==> src/rtl/timer_pkg.sv <==
// Shared types and constants for the timer controller.
// Holds the FSM state encoding and the default counter width.
package timer_pkg;

  localparam int WIDTH_DEFAULT = 8;

  typedef enum logic [1:0] {
    IDLE  = 2'd0,
    RUN   = 2'd1,
    PAUSE = 2'd2,
    DONE  = 2'd3
  } state_t;

endpackage

==> src/rtl/count_unit.sv <==
// WIDTH-bit up counter with synchronous clear and enable.
// Clear wins over enable; reset behaves like clear.
module count_unit #(
  parameter int WIDTH = timer_pkg::WIDTH_DEFAULT
) (
  input  logic             clk,
  input  logic             reset,
  input  logic             clear,
  input  logic             enable,
  output logic [WIDTH-1:0] q
);

  always_ff @(posedge clk) begin
    if (reset || clear) begin
      q <= '0;
    end else if (enable) begin
      q <= q + WIDTH'(1);
    end
  end

endmodule

==> src/rtl/timer_ctrl.sv <==
// Programmable one-shot / periodic timer with pause and abort.
// The FSM drives count_unit; tick, done and err are registered pulses.
module timer_ctrl
  import timer_pkg::*;
#(
  parameter int WIDTH = WIDTH_DEFAULT
) (
  input  logic             clk,
  input  logic             reset,
  input  logic             start,
  input  logic [WIDTH-1:0] period,
  input  logic             periodic,
  input  logic             pause,
  input  logic             abort,
  output logic             busy,
  output logic             tick,
  output logic             done,
  output logic             err,
  output logic [WIDTH-1:0] count,
  output logic [1:0]       state
);

  // start is a single-cycle request with no ready: it is accepted only when
  // the FSM sits in IDLE or DONE and period is non-zero, otherwise dropped.
  state_t           state_q, state_d;
  logic [WIDTH-1:0] p_q;
  logic             m_q;
  logic             capture;
  logic             cnt_clr, cnt_en;
  logic             busy_q, tick_q, done_q, err_q;
  logic             tick_d, done_d, err_d;
  logic             at_terminal;

  assign at_terminal = (count == p_q - WIDTH'(1));

  always_comb begin
    state_d = state_q;
    capture = 1'b0;
    cnt_clr = 1'b0;
    cnt_en  = 1'b0;
    tick_d  = 1'b0;
    done_d  = 1'b0;
    err_d   = 1'b0;
    unique case (state_q)
      IDLE, DONE: begin
        if (start) begin
          if (period != '0) begin
            capture = 1'b1;
            cnt_clr = 1'b1;
            state_d = RUN;
          end else begin
            err_d   = 1'b1;
            state_d = IDLE;
          end
        end else begin
          state_d = IDLE;
        end
      end
      RUN: begin
        if (abort) begin
          cnt_clr = 1'b1;
          state_d = IDLE;
        end else if (pause) begin
          state_d = PAUSE;
        end else if (at_terminal) begin
          cnt_clr = 1'b1;
          tick_d  = 1'b1;
          if (!m_q) begin
            done_d  = 1'b1;
            state_d = DONE;
          end
        end else begin
          cnt_en = 1'b1;
        end
      end
      PAUSE: begin
        // Release only re-enters RUN; the next edge does the counting.
        if (abort) begin
          cnt_clr = 1'b1;
          state_d = IDLE;
        end else if (!pause) begin
          state_d = RUN;
        end
      end
      default: state_d = IDLE;
    endcase
  end

  always_ff @(posedge clk) begin
    if (reset) begin
      state_q <= IDLE;
      p_q     <= '0;
      m_q     <= 1'b0;
      busy_q  <= 1'b0;
      tick_q  <= 1'b0;
      done_q  <= 1'b0;
      err_q   <= 1'b0;
    end else begin
      state_q <= state_d;
      busy_q  <= (state_d == RUN) || (state_d == PAUSE);
      tick_q  <= tick_d;
      done_q  <= done_d;
      err_q   <= err_d;
      if (capture) begin
        p_q <= period;
        m_q <= periodic;
      end
    end
  end

  count_unit #(.WIDTH(WIDTH)) u_count (
    .clk    (clk),
    .reset  (reset),
    .clear  (cnt_clr),
    .enable (cnt_en),
    .q      (count)
  );

  assign busy  = busy_q;
  assign tick  = tick_q;
  assign done  = done_q;
  assign err   = err_q;
  assign state = state_q;

endmodule

==> config.mk <==
export PLATFORM = sky130hd
export DESIGN_NAME = timer_ctrl
export DESIGN_NICKNAME = d
export VERILOG_FILES = /design/src/rtl/timer_pkg.sv /design/src/rtl/count_unit.sv /design/src/rtl/timer_ctrl.sv
export SDC_FILE = /design/constraint.sdc
export NUM_CORES = 1
export LEC_CHECK = 0
export ABC_AREA = 1
export BUFFER_PORTS_ARGS = -buffer_cell sky130_fd_sc_hd__buf_4
export CAP_MARGIN = 20
export CORE_UTILIZATION = 45
export CTS_BUF_LIST = sky130_fd_sc_hd__clkbuf_4 sky130_fd_sc_hd__clkbuf_8
export DETAILED_ROUTE_END_ITERATION = 8
export PLACE_DENSITY = 0.7
export SLEW_MARGIN = 15
export SYNTH_ARGS = -nofsm -noshare
export SYNTH_HDL_FRONTEND = slang
export SYNTH_SLANG_ARGS = --single-unit
==> constraint.sdc <==
create_clock -name clk -period 1.9 [get_ports clk]
set_clock_uncertainty 0.1 [all_clocks]
set_input_delay 0.19 -clock clk [delete_from_list [all_inputs] [get_ports clk]]
set_output_delay 0.19 -clock clk [all_outputs]
set_load 0.02 [all_outputs]
# [After elaboration in Yosys (flattened, before gate mapping)]
# Index checks and enable logic that the tools add are counted.
# Widths: inputs -> output; s select.
[totals] output_inout_bits=14 input_bits=14 elab_cells=51 reg_bits=23
[op_classes] n_reduce_logical=8 add_sub_neg=2 muxes=23 eq_ne=6 bitwise_logic=4
[ops] operator="$mux 1" n=14
[ops] operator="$mux 2" n=7
[ops] operator="$add 8x1->8 const B" n=1
[ops] operator="$eq 8x8->1" n=1
[ops] operator="$reduce_bool 8->1" n=1
[ops] operator="$sub 8x1->8 const B" n=1
[ops] operator="$eq 2x2->1 const B" n=3
[ops] operator="$pmux 2 s3" n=1
[ops] operator="$reduce_or 3->1" n=2
[ops] operator="$reduce_or 5->1" n=1
[ops] operator="$eq 2x1->1 const B" n=2
[ops] operator="$not 1->1" n=4
[ops] operator="$pmux 1 s3" n=1
[ops] operator="$logic_not 2->1" n=1
[ops] operator="$logic_or 1x1->1" n=2
[ops] operator="$reduce_or 2->1" n=1

# [Logic depth before layout (Yosys ltp)]
# Gate-level depths: netlist of run 1.
[logic_depth] depth_word=8 mapped_depth=19 ltp_nobuf=19

# [Hierarchy]
# Synthesis of run 1 repeated with hierarchy kept, for this count alone.
[unflattened] hier_cells=210 hier_area_um2=1372.6
[modules_own_cells] mod="timer_ctrl" seq_area_each_um2=300.3 cells_each=160 area_per_inst_um2=994.7 n_inst=1
[modules_own_cells] mod="count_unit" seq_area_each_um2=160.2 cells_each=50 area_per_inst_um2=377.9 n_inst=1

# [Worst setup path before layout of run 1]
# OpenSTA, ideal clock, no wires.
[synth_timing] path_kind="flip-flop to flip-flop" startpoint="register p_q[0]" endpoint="register u_count.q[5]" period_less_slack_ns=1.937 arrival_ns=1.719 stages_incl_launch_ff=18 path_slack_ns=-0.037 n_path_buf=0 required_time_ns=1.682 setup_ns=0.118 cell_sequence="dfxtp_1 inv_2 ha_1 nand2_1 nand2_1 nor2_1 nand2_1 nor2_1 nand2_1 nor2_4 nand2_4 nand2_4 inv_6 nand2_2 nor2_2 xor2_1 inv_1 nor2_1"
[synth_via] elab_chain_len=7 elab_cells_between_ends=11 classes_between="1 x add/sub; 1 x eq/ne; 8 x mux; 1 x reduce/logical"
[synth_rtl] element="start, declared" line_no="timer_ctrl.sv:26" source="logic [WIDTH-1:0] p_q;"
[synth_rtl] element="start signal, assigned" line_no="timer_ctrl.sv:105" source="p_q <= period;"
[synth_rtl] element="$sub 8x1->8 (*)" line_no="timer_ctrl.sv:34" source="assign at_terminal = (count == p_q - WIDTH'(1));"
[synth_rtl] element="$eq 8x8->1 (*)" line_no="timer_ctrl.sv:34"
[synth_rtl] element="$mux 1" line_no="timer_ctrl.sv:65" source="end else if (at_terminal) begin"
[synth_rtl] element="$mux 1" line_no="timer_ctrl.sv:63" source="end else if (pause) begin"
[synth_rtl] element="$mux 1" line_no="timer_ctrl.sv:60" source="if (abort) begin"
[synth_rtl] element="$pmux 1 s3" line_no="timer_ctrl.sv:44" source="unique case (state_q)"
[synth_rtl] element="$logic_or 1x1->1" line_no="count_unit.sv:14" source="if (reset || clear) begin"
[synth_rtl] element="end signal, assigned" line_no="count_unit.sv:17" source="q <= q + WIDTH'(1);"
[synth_rtl] element="end, declared" line_no="count_unit.sv:10" source="output logic [WIDTH-1:0] q"
# Every way passes the cells marked *; elsewhere a longest branch is shown, timed or not.
# A chain may end at the register's enable or synchronous reset.

# [Final worst setup path of run 1]
[layout_timing] startpoint="register p_q[1]" endpoint="register u_count.q[6]"
# Same word-level chain as after synthesis.

==> metrics.yaml, run 1 <==
cts_sinks: 23
num_vias: 1396
grt_overflow_total: 0
cp.required_ns: 2.01
clock_latency_ns: 0.31
die_area_mm2: 0.00328
synth_cells: 207
critPathBufInv: 1
grt_pass1_wl_um: 5540
dpl_cell_area_mm2: 0.00172
crit_type: "reg -> reg"
drtIter0Drc: 33
crit_arrival_ns: 2.19
hold_viol: 0
powerDensity_mw_per_mm2: 542
max_stage_delay_ns: 0.35
fmax_ghz: 0.481
start_kind: "flip-flop"
io_buffers: 27
grt_setup_unrepaired: "true"
rr_worst_depth: 13
clockRootBuffer: "clkbuf_4"
htreeDepth: 1
fin_cells: 284
gp_congestion: 0.932
final_nets: 272
setup_viol: 11
drc: 2
layout-drive-gt1-share_pct: 35.2
hp-start: "period[4]"
grt_max_degree: 13
crit_chain: "buf_4 > nor2_4 > nand2_2 > o21ai_2 > nand2_1 > nand2_1 > nand2_2 > nor2_4 > nand2_4 > o21bai_1 > nand3_1 > nand3_4 > a21oi_2"
cts_buffers: 3
ys_ff_latch: 23
clk_pin_slew_ns: 0.13
synth_fp_nets: 225
endpoint: "u_count.q[6]"
placed_cells: 276
cp_max_fo: 8
yosysWarnings: 0
routed_wl_um: 3250
coreArea_mm2: 0.00283
worst_pin_slew_ns: 0.355
worst_slack_ns: -0.177
antenna_cells: 0
slew_violations: 0
crit_path_start: "p_q[1]"
area_growth_pct: 36.0
die_h_um: 57.2
slew_headroom_pct: 76.3
period_needed_ns: 2.08
wl_per_cell_um: 11.4
synth_cell_type_count: 27
min_period_over_period_pct: 109
antenna_found_initial: 0
tritoncts: "built"
die_w_um: 57.2
cts.path.max_buffers: 2
cp.depth: 13
ioPinCount: 28
critical-path-top-delay-family: "simple AND/OR/NAND/NOR gates"
peakVddDrop_v: 0.000358
stdcell_area_mm2: 0.00187
final_antenna_net_count: 0
leakage_nw: 0.871
violations: "design-rule violations, negative setup slack"
holdCritPathClass: "in -> reg"
worst-r2r-setup-slack_ns: -0.18
first_global_vias: 1342
post-dp-hpwl_um: 2430
num_rows: 19
max_cap_violations: 0
via_per_inst: 4.92
status: "finished, violations left"
firstDrtPassIters: 6
initial_core_util_pct: 48.5
syn_area_per_cell_um2: 6.63
syn_area_mm2: 0.00137
crit_path_end_kind: "flip-flop"
synth_seq_area_share_pct: 33.5
grt_usage_pct: 21.4
rr_startpoint: "p_q[1]"
reg2reg_to: "u_count.q[6]"
cpMaxStageDelayCell: "dfxtp_2"
-- worst reg2reg max path: cells and delay by family, from the launching register on --
kind	cells	cell delay, ns
AOI/OAI and AO/OA	3	0.39
buffers and inverters	1	0.13
DFF	1	0.35
and+or+nand+nor	9	1.00
-- per-layer routing --
layer  vias to the layer above  wire [um]  GRT usage, %
li1                        745          -             -
met1                       614       1520          28.4
met2                        31       1550          36.8
met3                         6        131          2.04
met4                         0         45          6.97
met5                         -          0             0
-- power by group --
group	total, mW	internal, mW	switching [mW]	leakage (nW)
sequential	0.518	0.501	0.0171	0.188
clock	0.241	0.0962	0.145	0.0184
combinational	0.252	0.104	0.149	0.664
-- cell type report --
type | count | area (um^2)
fillers | 271 | 962
well taps | 31 | 38.8
repair buffers | 44 | 337
clock buffers | 4 | 30.0
flip-flops and latches | 23 | 463
inverters | 30 | 118
multi-input cells | 152 | 881
-- registers in the layout, indices dropped and copies added, names as in the netlist --
| signal | flops |
|---|---|
| u_count.q | 8 |
| busy | 1 |
| done | 1 |
| m_q | 1 |
| p_q | 8 |
| state | 2 |
| tick | 1 |
| err | 1 |
-- layout by cell type, fill, tap and decap left out, types with 2 or more instances in the layout --
cell type,n
nor2_2,6
nor2_4,4
nand3_2,3
buf_4,42
dfxtp_1,21
nand3_1,9
nand2_4,2
xor2_1,6
nor2_1,22
nand2_1,55
inv_1,24
a21oi_1,7
a21oi_2,8
nand2_2,6
nor4_1,3
clkbuf_4,4
inv_2,5
ha_1,3
dfxtp_2,2
o21ai_0,8
-- timing repair --
| action | CTS | global route |
|---|---|---|
| pin swaps | 2 | 5 |
| buffers inserted | 1 | 2 |
| setup endpoints to repair | 11 | 17 |
| resized for setup | 11 | 14 |
| hold endpoints to repair | 4 | 0 |
| hold buffers | 1 | 0 |
-- synth_stat cells, drive strengths merged --
library cell  count  area, um^2
nor3              2        21.3
xor2              6        52.6
ha                4        50.1
clkbuf            1        3.75
o21ai             9        45.0
nand2            64         263
or4               1        7.51
a21oi            15        82.6
nand4             1        6.26
dfxtp            23         460
nor2             32         145
nor4              3        18.8
or2               1        6.26
nand3            13        80.1
o21bai            1        7.51
buf               1        5.00
inv              30         118
-- kinds of logic (layout without fill, tap and decap cells) --
group                      count (synthesis)  after routing  synth area share, %
AOI/OAI and AO/OA                         25             25                 9.85
xor gates and xnor gates                   6              6                 3.83
adders and majority gates                  4              4                 3.65
buffers and inverters                     32             78                 9.21
DFF                                       23             23                 33.5
and+or+nand+nor                          117            117                 39.9
-- through the flow --
| stage | util (%) | hold slack, ns | setup TNS, ns | power [mW] | setup WS, ns |
|---|---|---|---|---|---|
| after global routing | 66.0 | 0.0121 | -3.84 | 1.06 | -0.365 |
| after CTS | 63.6 | 0.00469 | -1.03 | 1.00 | -0.125 |
| final | 66.0 | 0.00559 | -1.64 | 1.01 | -0.177 |
| after floorplan | - | 0.159 | 0 | 0.673 | 0.00988 |
| after detailed placement | 60.6 | 0.293 | -1.16 | 0.750 | -0.165 |
| after global placement | 60.6 | 0.290 | -0.644 | 0.749 | -0.121 |
-- how the worst min path moves through the flow --
stage / endpoint / cells after the start / slack (ns)
detailed placement: p_q[6] / 2 / 0.29
floorplan: p_q[6] / 1 / 0.16
global route: p_q[4] / 3 / 0.01
global placement: p_q[6] / 2 / 0.29
CTS: p_q[5] / 3 / 0.005
finish: p_q[4] / 3 / 0.006
No activity file was read; power rests on OpenSTA's default activity.
==> run 2: changes to the inputs <==
Settings changed: ABC_AREA 1 to not set, CORE_ASPECT_RATIO set to 0.75.
==> metrics.yaml, run 2 <==
status: "finished, violations left"
violations: "negative setup slack"
whs_path_depth: 3
clockRootBuffer: "clkbuf_8"
layout-drive-gt1-share_pct: 45.8
layout_commonest_cell: "buf_4"
clock_latency_ns: 0.26
synthFlopType: "dfxtp_1"
period_needed_ns: 2.43
first_global_vias: 1423
top_usage_layer: "met2"
cts_buffers: 3
final_antenna_net_count: 0
met3_usage_pct: 6.14
die_w_um: 66.6
leakage_nw: 0.834
fmax_ghz: 0.412
synth_fp_nets: 172
grt_pass1_wl_um: 6560
synth_cells: 154
yosysWarnings: 0
htreeDepth: 1
worst_pin_slew_ns: 0.682
fin_util_pct: 67.5
hold_viol: 0
crit_path_end_kind: "flip-flop"
coreArea_mm2: 0.00296
reg2reg_to: "u_count.q[1]"
placed_cells: 245
firstDrtPassIters: 5
p_comb_share_pct: 24.9
antenna_cells: 0
cpMaxStageDelayCell: "or4_4"
grt_usage_pct: 25.9
synth_cell_type_count: 42
async_flop_share_pct: 0
syn_area_per_cell_um2: 9.14
rr_startpoint: "p_q[3]"
worstHoldEndpoint: "m_q"
cts.path.max_buffers: 2
post-synth-top-count-cell: "dfxtp_1"
p_switching_mw: 0.312
start_kind: "flip-flop"
syn_area_mm2: 0.00141
synthTopCellsByCount: "23 x dfxtp_1, 15 x nor2_1, 9 x mux2i_1"
cp.required_ns: 1.96
grt_setup_unrepaired: "true"
critical-path-top-delay-family: "simple AND/OR/NAND/NOR gates"
rr_worst_depth: 7
cts_sinks: 23
grt_use_met1_pct: 33.4
synth_area_leader_cell: "dfxtp_1"
use_met2_pct: 42.1
synth.area.top_cells: "dfxtp_1 33%, mux2i_1 6.4%, xnor2_1 5.0%, a21oi_2 4.4%, nor2_1 4.0%"
max_cap_violations: 0
synth_seq_area_share_pct: 32.7
final_nets: 233
fin_cells: 252
routed_wl_um: 3920
switching_share_pct: 28.1
ys_ff_latch: 23
via_per_inst: 5.52
antenna_found_initial: 0
num_rows: 17
num_vias: 1390
synth-edff-count: 0
min_period_over_period_pct: 128
drc: 0
crit_chain: "or4_4 > or3_4 > a22oi_2 > nand4_4 > o21ai_1 > mux2i_1 > nor2_1"
die_h_um: 50.4
crit_arrival_ns: 2.49
clkPwrFrac_pct: 29.0
gp_congestion: 0.870
area_growth_pct: 41.9
hold_buffers: 0
crit_type: "reg -> reg"
max_stage_delay_ns: 0.55
io_buffers: 27
tritoncts: "built"
die_area_mm2: 0.00336
wl_per_cell_um: 15.6
worst-r2r-setup-slack_ns: -0.53
ioPinCount: 28
slew_violations: 0
grt_max_degree: 16
peakVddDrop_v: 0.000391
p_int_mw: 0.800
drtIter0Drc: 63
critPathBufInv: 0
setup_viol: 13
grt_overflow_total: 0
slew_headroom_pct: 54.1
holdCritPathClass: "in -> reg"
powerDensity_mw_per_mm2: 557
clk_pin_slew_ns: 0.08
post-dp-hpwl_um: 2950
worst_slack_ns: -0.528
cp_max_fo: 5
initial_core_util_pct: 47.6
power.total_mw: 1.11
hp-start: "periodic"
hold_slack_ns: 0.0555
seqPwrFrac_pct: 46.0
synthDominantCellAreaShare_pct: 32.7
layout_common_cells: "60 x buf_4, 19 x dfxtp_1, 15 x nor2_1, 9 x mux2i_1, 8 x xnor2_1"
[run 2: changes by cell type in the layout (fill, tap and decap cells not counted), sizes merged, moves of 4 or more]
cell	change
nand3	-10
nand2	-57
mux2i	+9
or4	+5
buf	+18
xnor2	+8
o21ai	-4
inv	-23
o31ai	+5
nor2	-16
[run 2: layout make-up]
| class | count | area, um^2 |
|---|---|---|
| timing repair buffer | 62 | 469 |
| inverter | 7 | 26.3 |
| clock buffer | 4 | 48.8 |
| tap | 38 | 47.5 |
| fill | 237 | 960 |
| multi-input combinational | 118 | 940 |
| sequential | 23 | 465 |
[run 2: cell families after synthesis]
| kind of cell | count (synthesis) | share of synthesized area (%) |
|---|---|---|
| simple gates | 56 | 22.7 |
| compound gates | 37 | 22.7 |
| flops | 23 | 32.7 |
| xor+xnor | 12 | 7.47 |
| fa+ha+maj | 4 | 3.56 |
| buf+inv | 13 | 4.53 |
| mux | 9 | 6.40 |
[run 2: layer usage]
| metal | share of wire, % | vias up | routed length, um |
|---|---|---|---|
| li1 | - | 685 | - |
| met1 | 47 | 640 | 1830 |
| met2 | 46 | 55 | 1820 |
| met3 | 5.1 | 10 | 201 |
| met4 | 1.7 | 0 | 66 |
| met5 | 0 | - | 0 |
[run 2: worst max-delay path by stage]
stage | from | end | slack (ns) | cells after the start
after floorplan | p_q[5] | u_count.q[2] | -0.44 | 8
after global placement | p_q[3] | done | -0.48 | 7
after detailed placement | p_q[1] | done | -0.55 | 9
after CTS | p_q[3] | u_count.q[0] | -0.51 | 7
after global routing | p_q[3] | u_count.q[1] | -0.61 | 7
final | p_q[3] | u_count.q[1] | -0.53 | 7
[run 2: power groups by stage]
stage	Combinational, mW	Sequential, mW	Clock, mW
floorplan	0.152	0.527	0
global placement	0.246	0.520	0
detailed placement	0.255	0.521	0
CTS	0.270	0.511	0.327
global route	0.298	0.514	0.353
finish	0.277	0.512	0.323
[run 2: through the flow]
| stage | worst slack (ns) | TNS, ns | area [um^2] |
|---|---|---|---|
| after global placement | -0.480 | -5.12 | 1870 |
| final | -0.528 | -6.22 | 2000 |
| after CTS | -0.509 | -6.13 | 1980 |
| after floorplan | -0.445 | -4.83 | 1420 |
| after detailed placement | -0.548 | -6.15 | 1870 |
| after global routing | -0.613 | -7.34 | 2000 |
[run 2: what timing repair did]
item,CTS,global route
resized for setup,12,4
setup endpoints to repair,20,21
pin swaps,8,2
buffers inserted,2,0
cloned,1,0
[run 2: worst reg2reg max path, stage by stage (launching register included)]
cell     delay [ns]
dfxtp_2        0.34
or4_4          0.55
or3_4          0.35
a22oi_2        0.23
nand4_4        0.17
o21ai_1        0.31
mux2i_1        0.22
nor2_1         0.06
==> run 3: changes to the inputs <==
Settings changed: RECOVER_POWER set to 25.
==> metrics.yaml, run 3 (synthesis results as in run 2) <==
status: "finished, violations left"
violations: "negative setup slack"
worst_slack_ns: -0.525
grt_overflow_total: 0
start_kind: "flip-flop"
die_area_mm2: 0.00336
peakVddDrop_v: 0.000390
slew_violations: 0
area_growth_pct: 40.5
hp-start: "periodic"
antenna_cells: 0
crit_type: "reg -> reg"
leakage_nw: 0.813
hold_slack_ns: 0.0563
critPathBufInv: 0
layout-drive-gt1-share_pct: 43.5
clockRootBuffer: "clkbuf_8"
min_period_over_period_pct: 128
grt_pass1_wl_um: 6560
clk_pin_slew_ns: 0.08
cpMaxStageDelayCell: "or4_4"
firstDrtPassIters: 4
die_h_um: 50.4
power.total_mw: 1.11
worst-r2r-setup-slack_ns: -0.53
antenna_found_initial: 0
switching_share_pct: 28.0
initial_core_util_pct: 47.6
coreArea_mm2: 0.00296
via_per_inst: 5.55
first_global_vias: 1423
holdCritPathClass: "in -> reg"
setup_viol: 13
max_stage_delay_ns: 0.55
setup_tns_ns: -6.21
rr_worst_depth: 7
num_rows: 17
rr_startpoint: "p_q[3]"
seqPwrFrac_pct: 46.1
gp_congestion: 0.870
post-dp-hpwl_um: 2950
drtIter0Drc: 63
ioPinCount: 28
clkPwrFrac_pct: 29.0
fmax_ghz: 0.412
p_int_mw: 0.799
max_cap_violations: 0
reg2reg_to: "u_count.q[1]"
routed_wl_um: 3910
fin_util_pct: 66.9
crit_chain: "or4_4 > or3_4 > a22oi_2 > nand4_4 > o21ai_1 > mux2i_1 > nor2_1"
layout_commonest_cell: "buf_4"
crit_path_end_kind: "flip-flop"
cts_sinks: 23
dp_slack_ns: -0.548
whs_path_depth: 3
critical-path-top-delay-family: "simple AND/OR/NAND/NOR gates"
layout_common_cells: "55 x buf_4, 19 x dfxtp_1, 15 x nor2_1, 9 x mux2i_1, 8 x xnor2_1"
wl_per_cell_um: 15.5
crit_path_start: "p_q[3]"
crit_arrival_ns: 2.49
io_buffers: 27
slew_headroom_pct: 54.4
num_vias: 1399
p_switching_mw: 0.311
worstHoldEndpoint: "m_q"
htreeDepth: 1
cts_buffers: 3
clock_latency_ns: 0.26
cts.path.max_buffers: 2
final_antenna_net_count: 0
powerDensity_mw_per_mm2: 561
tritoncts: "built"
hold_viol: 0
p_comb_share_pct: 24.9
final_nets: 233
drc: 0
nFillCells: 241
die_w_um: 66.6
hold_buffers: 0
worst_pin_slew_ns: 0.678
period_needed_ns: 2.43
grt_setup_unrepaired: "true"
cp.required_ns: 1.96
cp_max_fo: 5
grt_max_degree: 16
grt_usage_pct: 25.9
[run 3: cell types whose count changed in the layout (fill, tap and decap cells not counted)]
cell	previous run	this run
buf_4	60	55
clkbuf_1	0	5
[run 3: per-layer routing]
| metal | share of wire (%) | wire length, um | track usage (%) |
|---|---|---|---|
| met1 | 46 | 1810 | 33.4 |
| met2 | 47 | 1820 | 42.1 |
| met3 | 5.1 | 200 | 6.14 |
| met4 | 1.9 | 75 | 8.87 |
| met5 | 0 | 0 | 0 |
[run 3: worst max path at each step]
stage / endpoint / slack, ns / depth (start not counted)
2_1_floorplan: u_count.q[2] / -0.44 / 8
3_3_place_gp: done / -0.48 / 7
3_5_place_dp: done / -0.55 / 9
4_1_cts: u_count.q[0] / -0.51 / 7
5_1_grt: u_count.q[1] / -0.61 / 7
6_report: u_count.q[1] / -0.53 / 7
[run 3: final cells by class]
| class | instances | area [um^2] | share of cell area [%] |
|---|---|---|---|
| inverter | 7 | 26.3 | 1.33 |
| clock buffer | 4 | 48.8 | 2.47 |
| sequential | 23 | 465 | 23.5 |
| multi-input combinational | 118 | 940 | 47.5 |
| tap | 38 | 47.5 | 2.40 |
| timing repair buffer | 62 | 450 | 22.8 |
[run 3: worst reg2reg max path, delay by kind of cell, from the launching register on]
| family | cells | cell delay, ns |
|---|---|---|
| simple gates | 4 | 1.13 |
| compound gates | 2 | 0.53 |
| flops | 1 | 0.34 |
| mux | 1 | 0.22 |
[run 3: stage by stage]
step | cells | cell area [um^2]
2_1_floorplan | 154 | 1420
3_3_place_gp | 245 | 1870
3_5_place_dp | 245 | 1870
4_1_cts | 252 | 1980
5_1_grt | 252 | 1980
6_report | 252 | 1980
[run 3: repair_timing]
action / 4_1_cts / 5_1_grt
gates resized for setup: 12 / 4
cloned: 1 / 0
setup buffers: 2 / 0
pin swaps: 8 / 2
setup endpoints to repair: 20 / 21
[run 3: power groups by stage]
stage	registers (mW)	logic [mW]	clock network, mW
6_report	0.512	0.276	0.322
5_1_grt	0.514	0.297	0.353
4_1_cts	0.511	0.270	0.327
3_5_place_dp	0.521	0.255	0
3_3_place_gp	0.520	0.246	0
2_1_floorplan	0.527	0.152	0
